**src/rtl/varcic_pkg.sv**
```systemverilog
// varcic_pkg: rate codes, bit-growth table and output-MSB lookup shared by the varcic interpolator and decimators.
// Latency: none (constants and pure functions only).
// Backpressure: not applicable.
package varcic_pkg;

  localparam logic [7:0] RATE_4  = 8'd4;
  localparam logic [7:0] RATE_5  = 8'd5;
  localparam logic [7:0] RATE_8  = 8'd8;
  localparam logic [7:0] RATE_10 = 8'd10;
  localparam logic [7:0] RATE_20 = 8'd20;
  localparam logic [7:0] RATE_40 = 8'd40;

  // Any code outside the supported set runs the filter at the slowest rate.
  function automatic logic [7:0] rate_sanitize(input logic [7:0] r);
    case (r)
      RATE_4, RATE_5, RATE_8, RATE_10, RATE_20: return r;
      default:                                  return RATE_40;
    endcase
  endfunction

  // clog2(R^(N-1)) for N=3: the gain normalisation shift for each rate.
  function automatic int rate_growth(input logic [7:0] r);
    case (r)
      RATE_4:  return 4;
      RATE_5:  return 5;
      RATE_8:  return 6;
      RATE_10: return 7;
      RATE_20: return 9;
      default: return 11;
    endcase
  endfunction

  // Index of the accumulator bit that becomes the output sign bit.
  function automatic int out_msb(input logic [7:0] r, input int in_width);
    return in_width + rate_growth(r) - 1;
  endfunction

endpackage

```
**src/rtl/varcic_round.sv**
```systemverilog
// varcic_round: selects the OUT_WIDTH output window from the last integrator and rounds half up.
// Latency: combinational. Backpressure: none.
// Ports: i_acc integrator value, i_rate active (sanitised) rate, o_data rounded sample.
// Macro OUT_SAT_EN: clamp the rounded result instead of letting 0x7FFF+1 wrap to 0x8000.
module varcic_round
  import varcic_pkg::*;
#(
  parameter int ACC_WIDTH = 34,
  parameter int IN_WIDTH  = 16,
  parameter int OUT_WIDTH = 16
) (
  input  logic signed [ACC_WIDTH-1:0] i_acc,
  input  logic        [7:0]           i_rate,
  output logic signed [OUT_WIDTH-1:0] o_data
);

  int                   w_shift;
  logic [OUT_WIDTH:0]   w_win;   // [OUT_WIDTH:1] = selected window, [0] = round bit
  logic [OUT_WIDTH-1:0] w_sel;
  logic                 w_rnd;

  always_comb begin
    w_shift = out_msb(i_rate, IN_WIDTH) - OUT_WIDTH;
    w_win   = (OUT_WIDTH+1)'(i_acc >>> w_shift);
    w_sel   = w_win[OUT_WIDTH:1];
    w_rnd   = w_win[0];
  end

`ifdef OUT_SAT_EN
  logic [OUT_WIDTH:0] w_sum;

  always_comb begin
    w_sum = {w_sel[OUT_WIDTH-1], w_sel} + {{OUT_WIDTH{1'b0}}, w_rnd};
    // Differing top two bits means the sum left the OUT_WIDTH range.
    if (w_sum[OUT_WIDTH] != w_sum[OUT_WIDTH-1])
      o_data = w_sum[OUT_WIDTH] ? {1'b1, {(OUT_WIDTH-1){1'b0}}}
                                : {1'b0, {(OUT_WIDTH-1){1'b1}}};
    else
      o_data = w_sum[OUT_WIDTH-1:0];
  end
`else
  always_comb o_data = w_sel + {{(OUT_WIDTH-1){1'b0}}, w_rnd};
`endif

endmodule

```
**src/rtl/varcic_interp.sv**
```systemverilog
// varcic_interp: variable-rate CIC interpolator (STAGES combs at low rate, STAGES integrators at high rate).
// Latency: i_out_tick sampled at edge k -> o_out_strobe/o_out_data valid after edge k+1; one tick per clock max.
// Backpressure: one-deep holding register; strobe while !o_in_ready drops the sample and pulses o_overrun.
// Ports: i_clock, i_reset (sync, active-high), i_interpolation (R: 4,5,8,10,20,40; others act as 40),
//  i_out_tick, i_in_strobe, i_in_data, o_in_ready, o_out_strobe, o_out_data, o_underrun, o_overrun.
// Macro OUT_SAT_EN (used inside varcic_round) selects saturating instead of wrapping output rounding.
module varcic_interp
  import varcic_pkg::*;
#(
  parameter int STAGES    = 3,
  parameter int IN_WIDTH  = 16,
  parameter int OUT_WIDTH = 16,
  parameter int L2MD      = 6,
  parameter int ACC_WIDTH = IN_WIDTH + STAGES * L2MD
) (
  input  logic                        i_clock,
  input  logic                        i_reset,
  input  logic        [7:0]           i_interpolation,
  input  logic                        i_out_tick,
  input  logic                        i_in_strobe,
  input  logic signed [IN_WIDTH-1:0]  i_in_data,
  output logic                        o_in_ready,
  output logic                        o_out_strobe,
  output logic signed [OUT_WIDTH-1:0] o_out_data,
  output logic                        o_underrun,
  output logic                        o_overrun
);

  logic signed [IN_WIDTH-1:0]  r_hold;
  logic                        r_in_ready;
  logic                        r_underrun;
  logic                        r_overrun;
  logic        [L2MD-1:0]      r_phase;
  logic        [7:0]           r_rate_q;
  logic signed [ACC_WIDTH-1:0] r_comb [STAGES];
  logic signed [ACC_WIDTH-1:0] r_last [STAGES];  // previous input of each comb stage
  logic signed [ACC_WIDTH-1:0] r_int  [STAGES];
  logic                        r_tick_d;
  logic                        r_out_strobe;
  logic signed [OUT_WIDTH-1:0] r_out_data;

  logic                        w_frame;      // tick at phase 0: low-rate sample boundary
  logic                        w_accept;
  logic                        w_phase_last;
  logic signed [ACC_WIDTH-1:0] w_x;
  logic signed [ACC_WIDTH-1:0] w_stuff;
  logic signed [OUT_WIDTH-1:0] w_round;

  always_comb begin
    w_frame      = i_out_tick && (r_phase == '0);
    w_accept     = i_in_strobe && r_in_ready;
    w_phase_last = (r_phase == L2MD'(r_rate_q - 8'd1));
    // An empty holding register feeds zero into the comb chain.
    w_x          = r_in_ready ? '0 : ACC_WIDTH'(r_hold);
    w_stuff      = (r_phase == '0) ? r_comb[STAGES-1] : '0;
  end

  // Input handshake; runs whether or not a tick is present.
  always_ff @(posedge i_clock) begin
    if (i_reset) begin
      r_hold     <= '0;
      r_in_ready <= 1'b1;
      r_underrun <= 1'b0;
      r_overrun  <= 1'b0;
    end else begin
      r_underrun <= w_frame && r_in_ready;
      r_overrun  <= i_in_strobe && !r_in_ready;
      if (w_accept) begin
        r_hold     <= i_in_data;
        r_in_ready <= 1'b0;
      end else if (w_frame) begin
        r_in_ready <= 1'b1;
      end
    end
  end

  // Phase counter, rate capture, comb and integrator chains.
  always_ff @(posedge i_clock) begin
    if (i_reset) begin
      r_phase  <= '0;
      r_rate_q <= RATE_40;
      for (int k = 0; k < STAGES; k++) begin
        r_comb[k] <= '0;
        r_last[k] <= '0;
        r_int[k]  <= '0;
      end
    end else if (i_out_tick) begin
      r_phase <= w_phase_last ? '0 : r_phase + 1'b1;
      if (w_frame) begin
        // Rate only changes on a frame boundary so a frame never splits.
        r_rate_q  <= rate_sanitize(i_interpolation);
        r_comb[0] <= w_x - r_last[0];
        r_last[0] <= w_x;
        for (int k = 1; k < STAGES; k++) begin
          r_comb[k] <= r_comb[k-1] - r_last[k];
          r_last[k] <= r_comb[k-1];
        end
      end
      r_int[0] <= r_int[0] + w_stuff;
      for (int k = 1; k < STAGES; k++)
        r_int[k] <= r_int[k] + r_int[k-1];
    end
  end

  varcic_round #(
    .ACC_WIDTH (ACC_WIDTH),
    .IN_WIDTH  (IN_WIDTH),
    .OUT_WIDTH (OUT_WIDTH)
  ) u_round (
    .i_acc  (r_int[STAGES-1]),
    .i_rate (r_rate_q),
    .o_data (w_round)
  );

  // Output stage: one clock after the integrators settle on a tick.
  always_ff @(posedge i_clock) begin
    if (i_reset) begin
      r_tick_d     <= 1'b0;
      r_out_strobe <= 1'b0;
      r_out_data   <= '0;
    end else begin
      r_tick_d     <= i_out_tick;
      r_out_strobe <= r_tick_d;
      if (r_tick_d)
        r_out_data <= w_round;
    end
  end

  assign o_in_ready   = r_in_ready;
  assign o_out_strobe = r_out_strobe;
  assign o_out_data   = r_out_data;
  assign o_underrun   = r_underrun;
  assign o_overrun    = r_overrun;

endmodule

```
**config.mk**
```make
export PLATFORM = sky130hd
export DESIGN_NAME = varcic_interp
export DESIGN_NICKNAME = d
export VERILOG_FILES = /design/src/rtl/varcic_pkg.sv /design/src/rtl/varcic_round.sv /design/src/rtl/varcic_interp.sv
export SDC_FILE = /design/constraint.sdc
export NUM_CORES = 1
export LEC_CHECK = 0
export ABC_AREA = 1
export CORE_ASPECT_RATIO = 0.6
export CORE_MARGIN = 1
export CORE_UTILIZATION = 40
export DETAILED_ROUTE_END_ITERATION = 7
export DONT_BUFFER_PORTS = 1
export GPL_ROUTABILITY_DRIVEN = 0
export GPL_TIMING_DRIVEN = 0
export PLACE_DENSITY = 0.6
export SLEW_MARGIN = 20
export SYNTH_ARGS = -nofsm -noshare
export SYNTH_HDL_FRONTEND = slang
export SYNTH_SLANG_ARGS = --single-unit
```
**constraint.sdc**
```tcl
create_clock -name i_clock -period 11.8 [get_ports i_clock]
set_clock_uncertainty 0.2 [all_clocks]
set_input_delay 2.95 -clock i_clock [delete_from_list [all_inputs] [get_ports i_clock]]
set_output_delay 2.95 -clock i_clock [all_outputs]
set_load 0.005 [all_outputs]
```
**Word-level counts from Yosys, hierarchy flattened**

Memories as Yosys holds them, arrays and structs flattened.
Index checks and enable logic that the tools add are counted.

- Memory bits (writable): 306
- Logic and storage cells: 79
- Memories kept: 3
- Bits in registers: 51
- Input bits: 28

- Equal/unequal tests: 11
- Reduce and logical (&&, ||, !) cells: 9
- Bitwise gates (word level): 9
- Shift-type cells: 1
- Mux-type cells: 25
- $add $sub $neg: 12

Memory list:

| name | words | width | read ports | clocked after Yosys merged registers in | write ports | RTL line | text |
|---|---|---|---|---|---|---|---|
| r_comb | 3 | 34 | 3 | 0 | 3 | varcic_interp.sv:35 | `logic signed [ACC_WIDTH-1:0] r_comb [STAGES];` |
| r_int | 3 | 34 | 3 | 0 | 3 | varcic_interp.sv:37 | `logic signed [ACC_WIDTH-1:0] r_int [STAGES];` |
| r_last | 3 | 34 | 3 | 0 | 3 | varcic_interp.sv:36 | `logic signed [ACC_WIDTH-1:0] r_last [STAGES];` |

Operator list:

| kind | count |
|---|---|
| 34-bit two-way mux | 11 |
| 34-bit adder | 3 |
| 34-bit subtractor | 3 |
| 34-bit by 32-bit >>> shifter with 17-bit output | 1 |
| 8-bit by 3-bit equality test with 1-bit output, second input constant | 4 |
| 8-bit by 4-bit equality test with 1-bit output, second input constant | 4 |
| 32-bit by 2-bit subtractor with 32-bit output, second input constant | 1 |
| 32-bit by 6-bit subtractor with 32-bit output, second input constant | 1 |
| 4-bit case mux with 5 select lines | 1 |
| 16-bit by 1-bit adder with 16-bit output | 1 |
| 8-bit by 5-bit equality test with 1-bit output, second input constant | 2 |
| 1-bit two-way mux | 11 |
| 1-bit bitwise OR | 9 |
| 8-bit two-way mux | 1 |
| 5-bit by 4-bit adder with 6-bit output, first input constant | 1 |
| 6-bit by 1-bit adder with 6-bit output, second input constant | 1 |
| 6-bit equality test | 1 |
| 6-bit zero test | 1 |
| 6-bit two-way mux | 1 |
| 6-bit by 1-bit subtractor with 6-bit output, second input constant | 1 |
| 5-bit OR reduction | 1 |
| 1-bit logical AND | 4 |
| 2-bit AND reduction | 1 |
| 2-bit nonzero test | 1 |
| 1-bit zero test | 1 |

**Logic depth before layout (Yosys ltp)**

- Depth in word-level cells: 7
- Depth in mapped cells: 28
- Depth with buffers taken out: 25

**Hierarchy**

A second synthesis with hierarchy kept.

- Cell total of the unflattened synthesis: 4,088
- Area, all modules: 27,565.2 um^2

By module, submodules not included:

| module | seq. area each (um^2) | cells an instance | area an instance (um^2) | times used |
|---|---|---|---|---|
| varcic_interp | 9,669.3 | 3,566 | 24,912.6 | 1 |
| varcic_round | 0.0 | 522 | 2,652.5 | 1 |

**Worst setup path before layout**

Ideal clock, no wire load.

- Path type: input to register
- Start: in i_reset
- End: mem r_comb[0][0] (enable)
- Setup slack: 4.090 ns
- Arrival time: 6.968 ns
- Cell stages on the path: 3
- Path buffers: 1
- Library setup time: 0.542 ns
- Required time: 11.058 ns
- Path through: clkbuf_1 nor2_1 inv_1

RTL lines:

| what | RTL line | text |
|---|---|---|
| from (decl) | varcic_interp.sv:17 | `input logic i_reset,` |
| to (decl) | varcic_interp.sv:35 |  |

==> results by group <==
Timing
  – Hold slack: around 250 ps
  – Hold Fails Final Rpt: 0
  – Final setup fails: 0
  – Tmin final: 5530 ps
  – Achievable Freq: roughly 180 MHz
  – Worst-Margin Slew: between 1000 and 1500 ps
  – RSZ-0062 raised after global routing: false
  – Final period util: a little under half
  – Fin. max-slew vios: 0
  – Setup TNS: 0 ps
  – Max-slew headroom: 25.3%

Placement
  – Cell Area, Placed: 0.0257 mm^2
  – DP HPWL: about 57000 um
  – I/O Buffers: 0

Critical path
  – Worst setup EP type: register
  – Cell Chain, Critical Path: clkbuf_1, nor2_1, inv_1, nor2_1, clkinv_1, clkbuf_1, clkbuf_1, nor2_1
  – Buf/Inv on CP: 5
  – Reg2reg setup slack: 6610 ps
  – Number of cells on the critical path: 8
  – Crit-path max cell delay: a little under 800 ps
  – FF-to-FF End: r_int[0][30]$_SDFFCE_PN0P_
  – Worst path required time: 11870 ps
  – Critical path startpoint: i_reset
  – CP endpoint: r_last[0][65]$_SDFFCE_PN0P_
  – Crit path max-delay family: buffers and inverters
  – Slowest cell on crit path: clkbuf_1
  – Reg-to-Reg Start: r_phase[0]$_SDFFE_PP0P_
  – Worst r2r path cells: 15
  – CP Launch Type: input port
  – CP Max Fanout: 10
  – Critical path arrival: approximately 5600 ps
  – Critical path class: in2reg

Final layout
  – # fillers: between 6000 and 7000
  – Fin nets: 3479
  – Share of layout cells above drive strength 1: between 4 and 5%
  – Area Growth Syn to Fin: 9.50%
  – Area of the multi-input gates: 0.0127 mm^2
  – FF+latch area: 0.00967 mm^2
  – Final instance area: roughly 0.027 mm^2
  – # diodes: 0

Outcome
  – Status: finished clean

Routing
  – First-pass DRT Iterations: 7
  – Via Count: roughly 22000
  – Vias per cell: about 5.5
  – Total routed wirelength: roughly 72000 um
  – Post-detailed-route count of antenna-violating nets: 0
  – Residual DRC: 0
  – Routed WL per cell: 17.7 um
  – DR iter-0 viols: 2827

Power and ir drop
  – Pint: around 2.5 mW
  – Leakage Power: 11.9 nW
  – Maximum VDD drop: around 77 uV
  – Clock share of power: 30.8%
  – Sw frac: between 30% and 40%
  – Power Dens Cells: roughly 140 mW/mm^2
  – Comb pwr share: 29.6%
  – Tot Pwr: 3.87 mW
  – P_sw: roughly 1.4 mW
  – Sequential share of power: just under 40%

Clock tree
  – Worst skew pair latency: around 560 ps
  – Post-CTS Hold Buffers: 0
  – Sinks on Clock Net: between 300 and 400
  – Cts repair resizes: 0
  – CTS H-tree depth: 2
  – Post-CTS setup buffer count: 0
  – Total CTS buffers: 38
  – Root Buffer: clkbuf_16
  – Max clock buf depth: 3
  – Clock transition at path regs: ~60 ps
  – CTS tree: done

Global routing
  – Total congestion overflow: 0
  – Largest net degree at the start of global routing: 96
  – GRT Total Usage: 23.1%
  – Antenna violations before repair: 1
  – First-pass GRT wire length: roughly 110000 um
  – Vias in the first global route: between 15000 and 20000

Floorplan
  – Starting density of the core: about two fifths
  – Std-Cell Rows: 69
  – Die ar.: roughly 0.062 mm^2
  – # IOs: 48
  – Die height: roughly 190 um
  – Die width: roughly 320 um
  – Floorplan core area: 0.0599 mm^2

Min path
  – HP Class: reg2reg

Synth
  – Synth Cell Area: roughly 0.025 mm^2
  – Mapped Cells: roughly 3200
  – Ys Warns: 0
  – Ys async rst share: 0%
  – Seq/Total Area, Yosys: around 39%
  – Syn Nets: 3436
  – Mapped Avg Cell Area: about 7.7 um^2
  – Number of synthesized flops with an enable pin: 288
  – Yosys cell types: 56
  – Synth Flop Type: edfxtp_1
  – Synthesis-stage register bit count: between 300 and 400

Run
  – Max-Cap Viols: 0
## sequential cells by signal, indices dropped and copies added (netlist names)
| signal | cells |
|---|---|
| o_out_strobe | 1 |
| r_tick_d | 1 |
| r_hold | 16 |
| o_in_ready | 1 |
| r_comb | 102 |
| o_out_data | 16 |
| r_int | 102 |
| r_phase | 6 |
| r_last | 84 |
| o_overrun | 1 |
| r_rate_q | 8 |
| o_underrun | 1 |
## placed cells by master, fill, tap and decap left out, types with 4 or more instances in the layout
cell,n
dfxtp_1,51
buf_6,6
edfxtp_1,288
o221a_2,5
clkbuf_16,40
nand2_1,515
o21ai_0,279
nand3_1,239
nor2_2,12
ha_1,191
o211ai_1,11
a211oi_1,5
xor2_1,18
clkbuf_8,4
nand4_1,25
nor2_1,371
nor3_1,35
o221ai_1,5
nor3b_1,4
a221oi_1,5
nand2_2,11
clkbuf_1,63
inv_1,465
or2_2,5
buf_2,11
clkinv_1,6
nand3_2,9
fa_1,10
o21a_1,42
o21bai_1,14
nor4_1,10
a31oi_1,22
xnor2_1,5
inv_2,6
a21o_1,15
buf_1,6
a21oi_1,414
clkinv_2,7
## worst reg2reg max path, stage by stage (launching register included)
cell	delay [ps]
dfxtp_1	330
inv_1	130
ha_1	180
nand4_1	570
nor2_1	280
ha_1	400
inv_1	100
fa_1	430
o21ai_0	370
a21oi_1	270
o41ai_1	950
nand2_1	150
o211ai_1	220
a21oi_1	160
o21ai_0	160
a21oi_1	50
## cell type report
class | instances | area share (%)
repair buffers | 3 | 0.307
inverters | 475 | 6.68
well taps | 816 | 3.80
clock inverters | 15 | 0.438
flip-flops and latches | 339 | 36.0
clock buffers | 53 | 4.06
plain buffers | 81 | 1.46
multi-input cells | 2312 | 47.3
## metrics by stage
| step | worst slack (ps) | std cells | utilization (%) |
|---|---|---|---|
| 2_1_floorplan | 4090 | 3207 | - |
| 3_3_place_gp | 1990 | 4023 | 42.7 |
| 3_5_place_dp | 5730 | 4026 | 42.8 |
| 4_1_cts | 6320 | 4094 | 44.8 |
| 5_1_grt | 6090 | 4094 | 44.8 |
| 6_report | 6270 | 4094 | 44.8 |
## how the worst min path moves through the flow
stage	from	to	slack, ps	cells past startpoint
floorplan	r_hold[15]$_SDFFE_PP0P_	r_hold[15]$_SDFFE_PP0P_	230	2
global placement	r_rate_q[7]$_SDFFE_PP0P_	r_rate_q[7]$_SDFFE_PP0P_	240	2
detailed placement	r_hold[15]$_SDFFE_PP0P_	r_hold[15]$_SDFFE_PP0P_	250	2
CTS	r_hold[15]$_SDFFE_PP0P_	r_hold[15]$_SDFFE_PP0P_	250	2
global route	r_hold[15]$_SDFFE_PP0P_	r_hold[15]$_SDFFE_PP0P_	270	2
finish	r_hold[15]$_SDFFE_PP0P_	r_hold[15]$_SDFFE_PP0P_	250	2
## cells by family (layout without fill, tap and decap cells)
kind of cell	Yosys count	after routing	share of synthesized area, %
and+or+nand+nor	1248	1248	21.7
buffers and inverters	556	627	8.87
adders and majority gates	201	201	10.6
xor gates and xnor gates	23	23	0.821
other	1	1	0.0153
AOI/OAI and AO/OA	839	839	18.7
DFF	339	339	39.4
## Yosys cell counts (12+ instances only)
master    instances  area [um^2]
nand3_1         239         1200
ha_1            191         2390
o21ai_0         279         1400
o21a_1           42          315
a31oi_1          22          138
nand4_1          25          156
o21bai_1         14          105
clkbuf_1         54          203
nor3_1           35          175
a21o_1           15          113
inv_1           467         1750
xor2_1           18          158
a21oi_1         414         2070
nor2_1          371         1390
nor2_2           12         75.1
edfxtp_1        288         8650
nand2_1         515         1930
dfxtp_1          51         1020
## metal layers
metal	share of wire (%)	track usage, %
met1	53	40.3
met2	32	25.4
met3	14	7.92
met4	0.89	3.03
met5	0.10	0.843
## power by group through the flow
stage	Clock [mW]	Sequential [mW]	Combinational, mW
floorplan	0	1.52	0.813
global placement	0	1.57	1.09
detailed placement	0	1.56	1.10
CTS	1.22	1.53	1.11
global route	1.26	1.54	1.29
finish	1.19	1.53	1.14
No activity file was read; power rests on OpenSTA's default activity.
